[src/rtl/riscv_bp_pkg.sv]
// Shared constants for branch resolution: PC-select codes, branch funct3 codes
// and the 2-bit predictor counter encoding with its saturating update rule.
package riscv_bp_pkg;

    typedef enum logic [1:0] {
        PCSRC_SEQ     = 2'b00,
        PCSRC_TARGET  = 2'b01,
        PCSRC_JALR    = 2'b10,
        PCSRC_RECOVER = 2'b11
    } pc_src_e;

    localparam logic [2:0] F3_BEQ  = 3'b000;
    localparam logic [2:0] F3_BNE  = 3'b001;
    localparam logic [2:0] F3_BLT  = 3'b100;
    localparam logic [2:0] F3_BGE  = 3'b101;
    localparam logic [2:0] F3_BLTU = 3'b110;
    localparam logic [2:0] F3_BGEU = 3'b111;

    localparam logic [1:0] BHT_SNT = 2'b00;
    localparam logic [1:0] BHT_WNT = 2'b01;
    localparam logic [1:0] BHT_WT  = 2'b10;
    localparam logic [1:0] BHT_ST  = 2'b11;

    function automatic logic [1:0] bht_sat_update(input logic [1:0] ctr, input logic taken);
        if (taken)
            return (ctr == BHT_ST) ? BHT_ST : ctr + 2'd1;
        else
            return (ctr == BHT_SNT) ? BHT_SNT : ctr - 2'd1;
    endfunction

endpackage

[src/rtl/bht_table.sv]
// Branch history table: 2^IDX_W two-bit saturating counters, one combinational
// read port that sees a same-cycle write, one registered update port.
module bht_table
    import riscv_bp_pkg::*;
#(
    parameter int IDX_W = 6
) (
    input  logic             clk,
    input  logic             rst,
    input  logic [IDX_W-1:0] rd_idx_i,
    output logic [1:0]       rd_ctr_o,
    input  logic             wr_en_i,
    input  logic [IDX_W-1:0] wr_idx_i,
    input  logic             wr_taken_i
);

    localparam int DEPTH = 2 ** IDX_W;

    logic [1:0] ctr_q [DEPTH];
    logic [1:0] wr_ctr_d;

    assign wr_ctr_d = bht_sat_update(ctr_q[wr_idx_i], wr_taken_i);
    assign rd_ctr_o = (wr_en_i && (rd_idx_i == wr_idx_i)) ? wr_ctr_d : ctr_q[rd_idx_i];

    // NOTE: the table is reset entry-by-entry because predictions must start at
    // weak not-taken; this keeps it in flops rather than a RAM macro.
    always_ff @(posedge clk) begin
        if (rst) begin
            for (int i = 0; i < DEPTH; i++) begin
                ctr_q[i] <= BHT_WNT;
            end
        end else if (wr_en_i) begin
            ctr_q[wr_idx_i] <= wr_ctr_d;
        end
    end

endmodule

[src/rtl/branch_resolve_bp.sv]
// Branch resolution with a 2-bit dynamic predictor: ID lookup, EX resolve,
// PC-select/flush and BHT training. Optional counters under BRANCH_STATS_EN.
module branch_resolve_bp
    import riscv_bp_pkg::*;
#(
    parameter int XLEN      = 32,
    parameter int BHT_IDX_W = 6,
    parameter int STAT_W    = 32
) (
    input  logic            clk,
    input  logic            rst,
    input  logic            id_valid,
    input  logic            id_branch,
    input  logic [XLEN-1:0] id_pc,
    output logic            id_pred_taken,
    input  logic            ex_valid,
    input  logic            ex_branch,
    input  logic            ex_jump,
    input  logic            ex_op3,
    input  logic [2:0]      ex_funct3,
    input  logic            ex_Z,
    input  logic            ex_S,
    input  logic            ex_U,
    input  logic [XLEN-1:0] ex_pc,
    input  logic            ex_pred_taken,
    output logic [1:0]      pc_src,
    output logic            flush,
    output logic            branch_taken
`ifdef BRANCH_STATS_EN
    ,
    output logic [STAT_W-1:0] stat_branches,
    output logic [STAT_W-1:0] stat_mispredicts
`endif
);

    logic [BHT_IDX_W-1:0] id_idx;
    logic [BHT_IDX_W-1:0] ex_idx;
    logic [1:0]           id_ctr;
    logic                 cond;
    logic                 upd_en;
    pc_src_e              pc_sel;

    assign id_idx = id_pc[BHT_IDX_W+1:2];
    assign ex_idx = ex_pc[BHT_IDX_W+1:2];

    logic unused_pc_bits;
    assign unused_pc_bits = ^{id_pc[XLEN-1:BHT_IDX_W+2], id_pc[1:0],
                              ex_pc[XLEN-1:BHT_IDX_W+2], ex_pc[1:0]};

    // A jump sharing the cycle with ex_branch must not train the predictor.
    assign upd_en = ex_valid && ex_branch && !ex_jump;

    bht_table #(.IDX_W(BHT_IDX_W)) u_bht (
        .clk        (clk),
        .rst        (rst),
        .rd_idx_i   (id_idx),
        .rd_ctr_o   (id_ctr),
        .wr_en_i    (upd_en),
        .wr_idx_i   (ex_idx),
        .wr_taken_i (cond)
    );

    assign id_pred_taken = id_valid && id_branch && id_ctr[1];

    always_comb begin
        cond = 1'b0;
        case (ex_funct3)
            F3_BEQ:  cond = ex_Z;
            F3_BNE:  cond = !ex_Z;
            F3_BLT:  cond = ex_S;
            F3_BGE:  cond = !ex_S;
            F3_BLTU: cond = ex_U;
            F3_BGEU: cond = !ex_U;
            default: cond = 1'b0;
        endcase
    end

    assign branch_taken = ex_valid && ex_branch && cond;

    // A correctly predicted taken branch was already redirected in ID.
    always_comb begin
        pc_sel = PCSRC_SEQ;
        if (ex_valid) begin
            if (ex_jump) begin
                pc_sel = ex_op3 ? PCSRC_TARGET : PCSRC_JALR;
            end else if (ex_branch) begin
                if (cond && !ex_pred_taken)
                    pc_sel = PCSRC_TARGET;
                else if (!cond && ex_pred_taken)
                    pc_sel = PCSRC_RECOVER;
            end
        end
    end

    assign pc_src = pc_sel;
    assign flush  = (pc_sel != PCSRC_SEQ);

`ifdef BRANCH_STATS_EN
    logic [STAT_W-1:0] stat_br_q, stat_br_d;
    logic [STAT_W-1:0] stat_mis_q, stat_mis_d;

    always_comb begin
        stat_br_d  = stat_br_q;
        stat_mis_d = stat_mis_q;
        if (upd_en) begin
            if (stat_br_q != '1)
                stat_br_d = stat_br_q + STAT_W'(1);
            if ((cond != ex_pred_taken) && (stat_mis_q != '1))
                stat_mis_d = stat_mis_q + STAT_W'(1);
        end
    end

    always_ff @(posedge clk) begin
        if (rst) begin
            stat_br_q  <= '0;
            stat_mis_q <= '0;
        end else begin
            stat_br_q  <= stat_br_d;
            stat_mis_q <= stat_mis_d;
        end
    end

    assign stat_branches    = stat_br_q;
    assign stat_mispredicts = stat_mis_q;
`else
    logic [STAT_W-1:0] unused_stat_w;
    assign unused_stat_w = '0;
`endif

endmodule

[config.mk]
export PLATFORM = sky130hd
export DESIGN_NAME = branch_resolve_bp
export DESIGN_NICKNAME = d
export VERILOG_FILES = /design/src/rtl/riscv_bp_pkg.sv /design/src/rtl/bht_table.sv /design/src/rtl/branch_resolve_bp.sv
export SDC_FILE = /design/constraint.sdc
export NUM_CORES = 1
export LEC_CHECK = 0
export CAP_MARGIN = 20
export CORE_ASPECT_RATIO = 0.8
export CORE_MARGIN = 1
export CORE_UTILIZATION = 45
export DETAILED_ROUTE_END_ITERATION = 6
export PLACE_DENSITY = 0.68
export SLEW_MARGIN = 30
export SYNTH_ARGS = -nofsm -noshare
export SYNTH_HDL_FRONTEND = slang
export SYNTH_SLANG_ARGS = --single-unit
export TNS_END_PERCENT = 100
[constraint.sdc]
create_clock -name clk -period 7.3 [get_ports clk]
set_clock_uncertainty 0.1 [all_clocks]
set_input_delay 2.19 -clock clk [delete_from_list [all_inputs] [get_ports clk]]
set_output_delay 2.19 -clock clk [all_outputs]
set_load 0.005 [all_outputs]
==> impl_metrics.json <==
{
  "htreeDepth": 4,
  "num-fill-cells": 1370,
  "wl_per_cell_um": 25.35,
  "critPathKind": "input pin to output pin",
  "design.die.area_sq_um": 16950,
  "initial_util_pct": 46.51,
  "crit_path_cell_trace": "clkdlybuf4s50_1 -> buf_12 -> buf_4 -> nor2b_1 -> buf_4 -> a221oi_1 -> a31oi_1 -> and4b_1 -> nor4_1 -> buf_4 -> maj3_2 -> a211oi_1 -> dlygate4sd2_1",
  "synth.largest_area_cell": "sky130_fd_sc_hd__edfxtp_1",
  "grt_max_degree": 66,
  "globalplace.congestion": 1.001,
  "final_hold_vios": 0,
  "run_status": "completed",
  "power-per-cell-area_nw_per_um2": 226.2,
  "critical_path.most_common_cell": "sky130_fd_sc_hd__buf_4",
  "number_of_synthesized_flops_with_an_enable_pin": 128,
  "rsz_0062_raised_after_global_routing": "no",
  "synth.yosys.warnings": 0,
  "initial_antenna_violation_count": 0,
  "syn-mean-instance-area_sq_um": 11.61,
  "dp.final_hpwl_um": 15540,
  "number_of_global_route_vias_before_repair": 5908,
  "topRoutingLayerUsed": "met4",
  "worstSetupEndpointType": "output pin",
  "antenna_cells": 0,
  "clock_power_share_pct": 44.4,
  "gr-usage-all-layers_pct": 28.36,
  "cts_tree": "yes",
  "die_width_um": 145.3,
  "fraction_of_registers_with_async_set_or_reset_after_synthesis_pct": 0,
  "top_level_ports": 84,
  "flip_flop_count_of_the_largest_register_after_layout": 128,
  "final.min_clock_period_ns": 7.229,
  "timing.max_cap.violations": 0,
  "timing.fmax_mhz": 138.3,
  "ys_top_cells_by_area": "sky130_fd_sc_hd__edfxtp_1 52%, sky130_fd_sc_hd__mux4_2 7.9%, sky130_fd_sc_hd__nand3_1 3.3%, sky130_fd_sc_hd__mux2i_1 3.2%, sky130_fd_sc_hd__nor3_1 2.9%",
  "grt_overflow": 0,
  "setup_viol": 0,
  "worstPathBufferInverterCount": 6,
  "worst_margin_pin_slew_ns": 0.9152,
  "max_slew_margin_pct": 38.99,
  "slew_violations": 0,
  "syn-num-nets": 716,
  "post_syn_instances": 637,
  "most_common_cell_after_layout_fill_and_taps_aside": "sky130_fd_sc_hd__edfxtp_1",
  "port_buffers": 31,
  "cp_slowest_stage_delay_ns": 0.45,
  "synth-seq-area-share_pct": 51.97,
  "max-clock-path-buffers": 2,
  "crit_arrival_ns": 4.94,
  "synthFlopType": "sky130_fd_sc_hd__edfxtp_1",
  "p_int_uw": 1490,
  "wl_met1_um": 9153,
  "core.rowCount": 41,
  "first_pass_iters": 6,
  "critPathTopFamily": "buffers and inverters",
  "num-nets-final": 754,
  "switching_power_uw": 495.8,
  "avgViaCountPerCell": 6.562,
  "registers_with_the_most_flip_flops": "u_bht.ctr_q: 128 flops",
  "met3_wirelength_from_detailed_routing_um": 2828,
  "sw_frac_of_total_pct": 24.97,
  "cts_setup_buffers": 0,
  "cts.root.buffer_cell": "sky130_fd_sc_hd__clkbuf_16",
  "min-delay-path-class": "flop to flop",
  "worst_setup_hold_path_clk_slew_ns": 0.05,
  "die_h_um": 116.7,
  "met2WireLength_um": 10160,
  "power.leakage_uw": 0.002886,
  "critPathLaunchType": "input pin",
  "max-vdd-ir-drop_uv": 173.7,
  "layout-drive-gt1-share_pct": 21.87,
  "registers.top_by_ff_count": "u_bht.ctr_q",
  "crit_fanout": 16,
  "routed-via-count": 5912,
  "detailedRoute.firstIterationViolations": 746,
  "fp.coreArea_sq_um": 15900,
  "routed_wl_um": 22840,
  "timing.final.crit_share_pct": 99.02,
  "seq_power_share_pct": 41.9,
  "total_drc_errors_in_the_routed_layout": 0,
  "final_antenna_net_count": 0,
  "syn_to_final_growth_pct": 18.71,
  "mostFrequentLayoutCells": "128 x sky130_fd_sc_hd__edfxtp_1, 66 x sky130_fd_sc_hd__buf_4, 49 x sky130_fd_sc_hd__nand3_1",
  "holdBufCountCts": 0,
  "synth.ff_latch_count": 128,
  "num_cts_buffers": 17,
  "netlist.area_leader.share_pct": 51.97,
  "power_frac_comb_pct": 13.7,
  "netlist-cell-type-count": 55,
  "crit_required_ns": 5.01,
  "grt_first_pass_wirelength_um": 34750,
  "clk-insertion-delay-late_ns": 0.43,
  "whs_ns": 1.554,
  "cp_slowest_cell": "sky130_fd_sc_hd__clkdlybuf4s50_1",
  "fin_tns_setup_ns": 0,
  "mappedNetlistArea_sq_um": 7396,
  "clkSinkCount": 128
}
==> cell usage after synthesis, types with 3 or more instances <==
cell and count:
sky130_fd_sc_hd__nor2_1 28, sky130_fd_sc_hd__nand2_1 33, sky130_fd_sc_hd__and2_1 4, sky130_fd_sc_hd__a221oi_1 8
sky130_fd_sc_hd__nor4_1 11, sky130_fd_sc_hd__nand4_1 23, sky130_fd_sc_hd__nor3b_1 3, sky130_fd_sc_hd__or3b_2 4
sky130_fd_sc_hd__nand3_1 49, sky130_fd_sc_hd__xor2_1 6, sky130_fd_sc_hd__mux4_2 26, sky130_fd_sc_hd__mux2i_1 24
sky130_fd_sc_hd__nor2b_1 8, sky130_fd_sc_hd__buf_1 6, sky130_fd_sc_hd__buf_6 8, sky130_fd_sc_hd__a22oi_1 14
sky130_fd_sc_hd__nand2b_1 22, sky130_fd_sc_hd__a22o_1 7, sky130_fd_sc_hd__a21oi_1 10, sky130_fd_sc_hd__buf_2 16
sky130_fd_sc_hd__edfxtp_1 128, sky130_fd_sc_hd__mux2_2 6, sky130_fd_sc_hd__nor3_1 43, sky130_fd_sc_hd__clkbuf_1 52
sky130_fd_sc_hd__or2_2 6, sky130_fd_sc_hd__nand3b_1 6, sky130_fd_sc_hd__o22ai_1 5, sky130_fd_sc_hd__xnor2_1 3
sky130_fd_sc_hd__o21bai_1 21, sky130_fd_sc_hd__a21o_1 24
==> worst paths after layout <==
kind | slack, ns | endpoint | startpoint | cells past startpoint
worst max-delay path | 0.07 | id_pred_taken | ex_pc[2] | 13
worst min-delay path | 1.55 | u_bht.ctr_q[33][1] | u_bht.ctr_q[32][0] | 7
worst max register to register | 3.83 | u_bht.ctr_q[13][0] | u_bht.ctr_q[20][1] | 9
worst min register to register | 1.55 | u_bht.ctr_q[33][1] | u_bht.ctr_q[32][0] | 7
==> worst register-to-register path: stages, from the launching register on <==
cell                       delay [ns]
sky130_fd_sc_hd__edfxtp_1        0.43
sky130_fd_sc_hd__mux2_2          0.29
sky130_fd_sc_hd__a22o_1          0.26
sky130_fd_sc_hd__a222oi_1        0.21
sky130_fd_sc_hd__nand4_1         0.13
sky130_fd_sc_hd__nor4_1          0.33
sky130_fd_sc_hd__buf_4           0.19
sky130_fd_sc_hd__maj3_2          0.65
sky130_fd_sc_hd__buf_4           0.41
sky130_fd_sc_hd__nand3_1         0.15
==> cells by family (layout without fill, tap and decap cells) <==
kind of cell               count (synthesis)  in the layout  share of synthesized area [%]
buffers and inverters                     83            132                          5.346
AOI/OAI and AO/OA                        108            108                          11.05
and+or+nand+nor                          251            251                          18.20
muxes                                     56             56                          12.08
DFF                                      128            128                          51.97
adders and majority gates                  2              2                         0.2876
xor gates and xnor gates                   9              9                          1.066
==> through the flow <==
stage | total power [uW] | std cells | util, % | worst slack (ns) | instance area [sq um]
global route | 2035 | 901 | 55.21 | 0.004512 | 8780
global placement | 1105 | 870 | 51.36 | -0.1006 | 8168
detailed placement | 1111 | 870 | 51.36 | -0.1060 | 8168
finish | 1986 | 901 | 55.21 | 0.07127 | 8780
CTS | 1982 | 900 | 55.12 | 0.08896 | 8766
floorplan | 1018 | 637 | - | 0.6560 | 7396
==> cell type report <==
| type | instances | area (sq um) | share of cell area [%] |
|---|---|---|---|
| Clock inverter | 11 | 166.4 | 1.895 |
| Tap cell | 215 | 269.0 | 3.064 |
| Multi-Input combinational cell | 426 | 3178 | 36.20 |
| Sequential cell | 128 | 3844 | 43.78 |
| Timing Repair Buffer | 102 | 889.6 | 10.13 |
| Clock buffer | 19 | 432.9 | 4.931 |
==> metal layers <==
layer  up-vias  track usage, %
met5         -               0
met4         0           14.25
met3        56           8.242
met2       411           43.81
met1      2895           36.95
li1       2550               -
==> power groups by stage <==
stage          Combinational (uW)  Sequential, uW  Clock (uW)
2_1_floorplan                 177             840           0
3_3_place_gp                  260             845           0
3_5_place_dp                  265             846           0
4_1_cts                       267             831         884
5_1_grt                       286             832         917
6_report                      272             832         882
==> what timing repair did <==
action                     CTS  global route
gates resized for setup      1             1
pin swaps                    0             0
setup endpoints to repair    1             1
No activity file was read; power rests on OpenSTA's default activity.
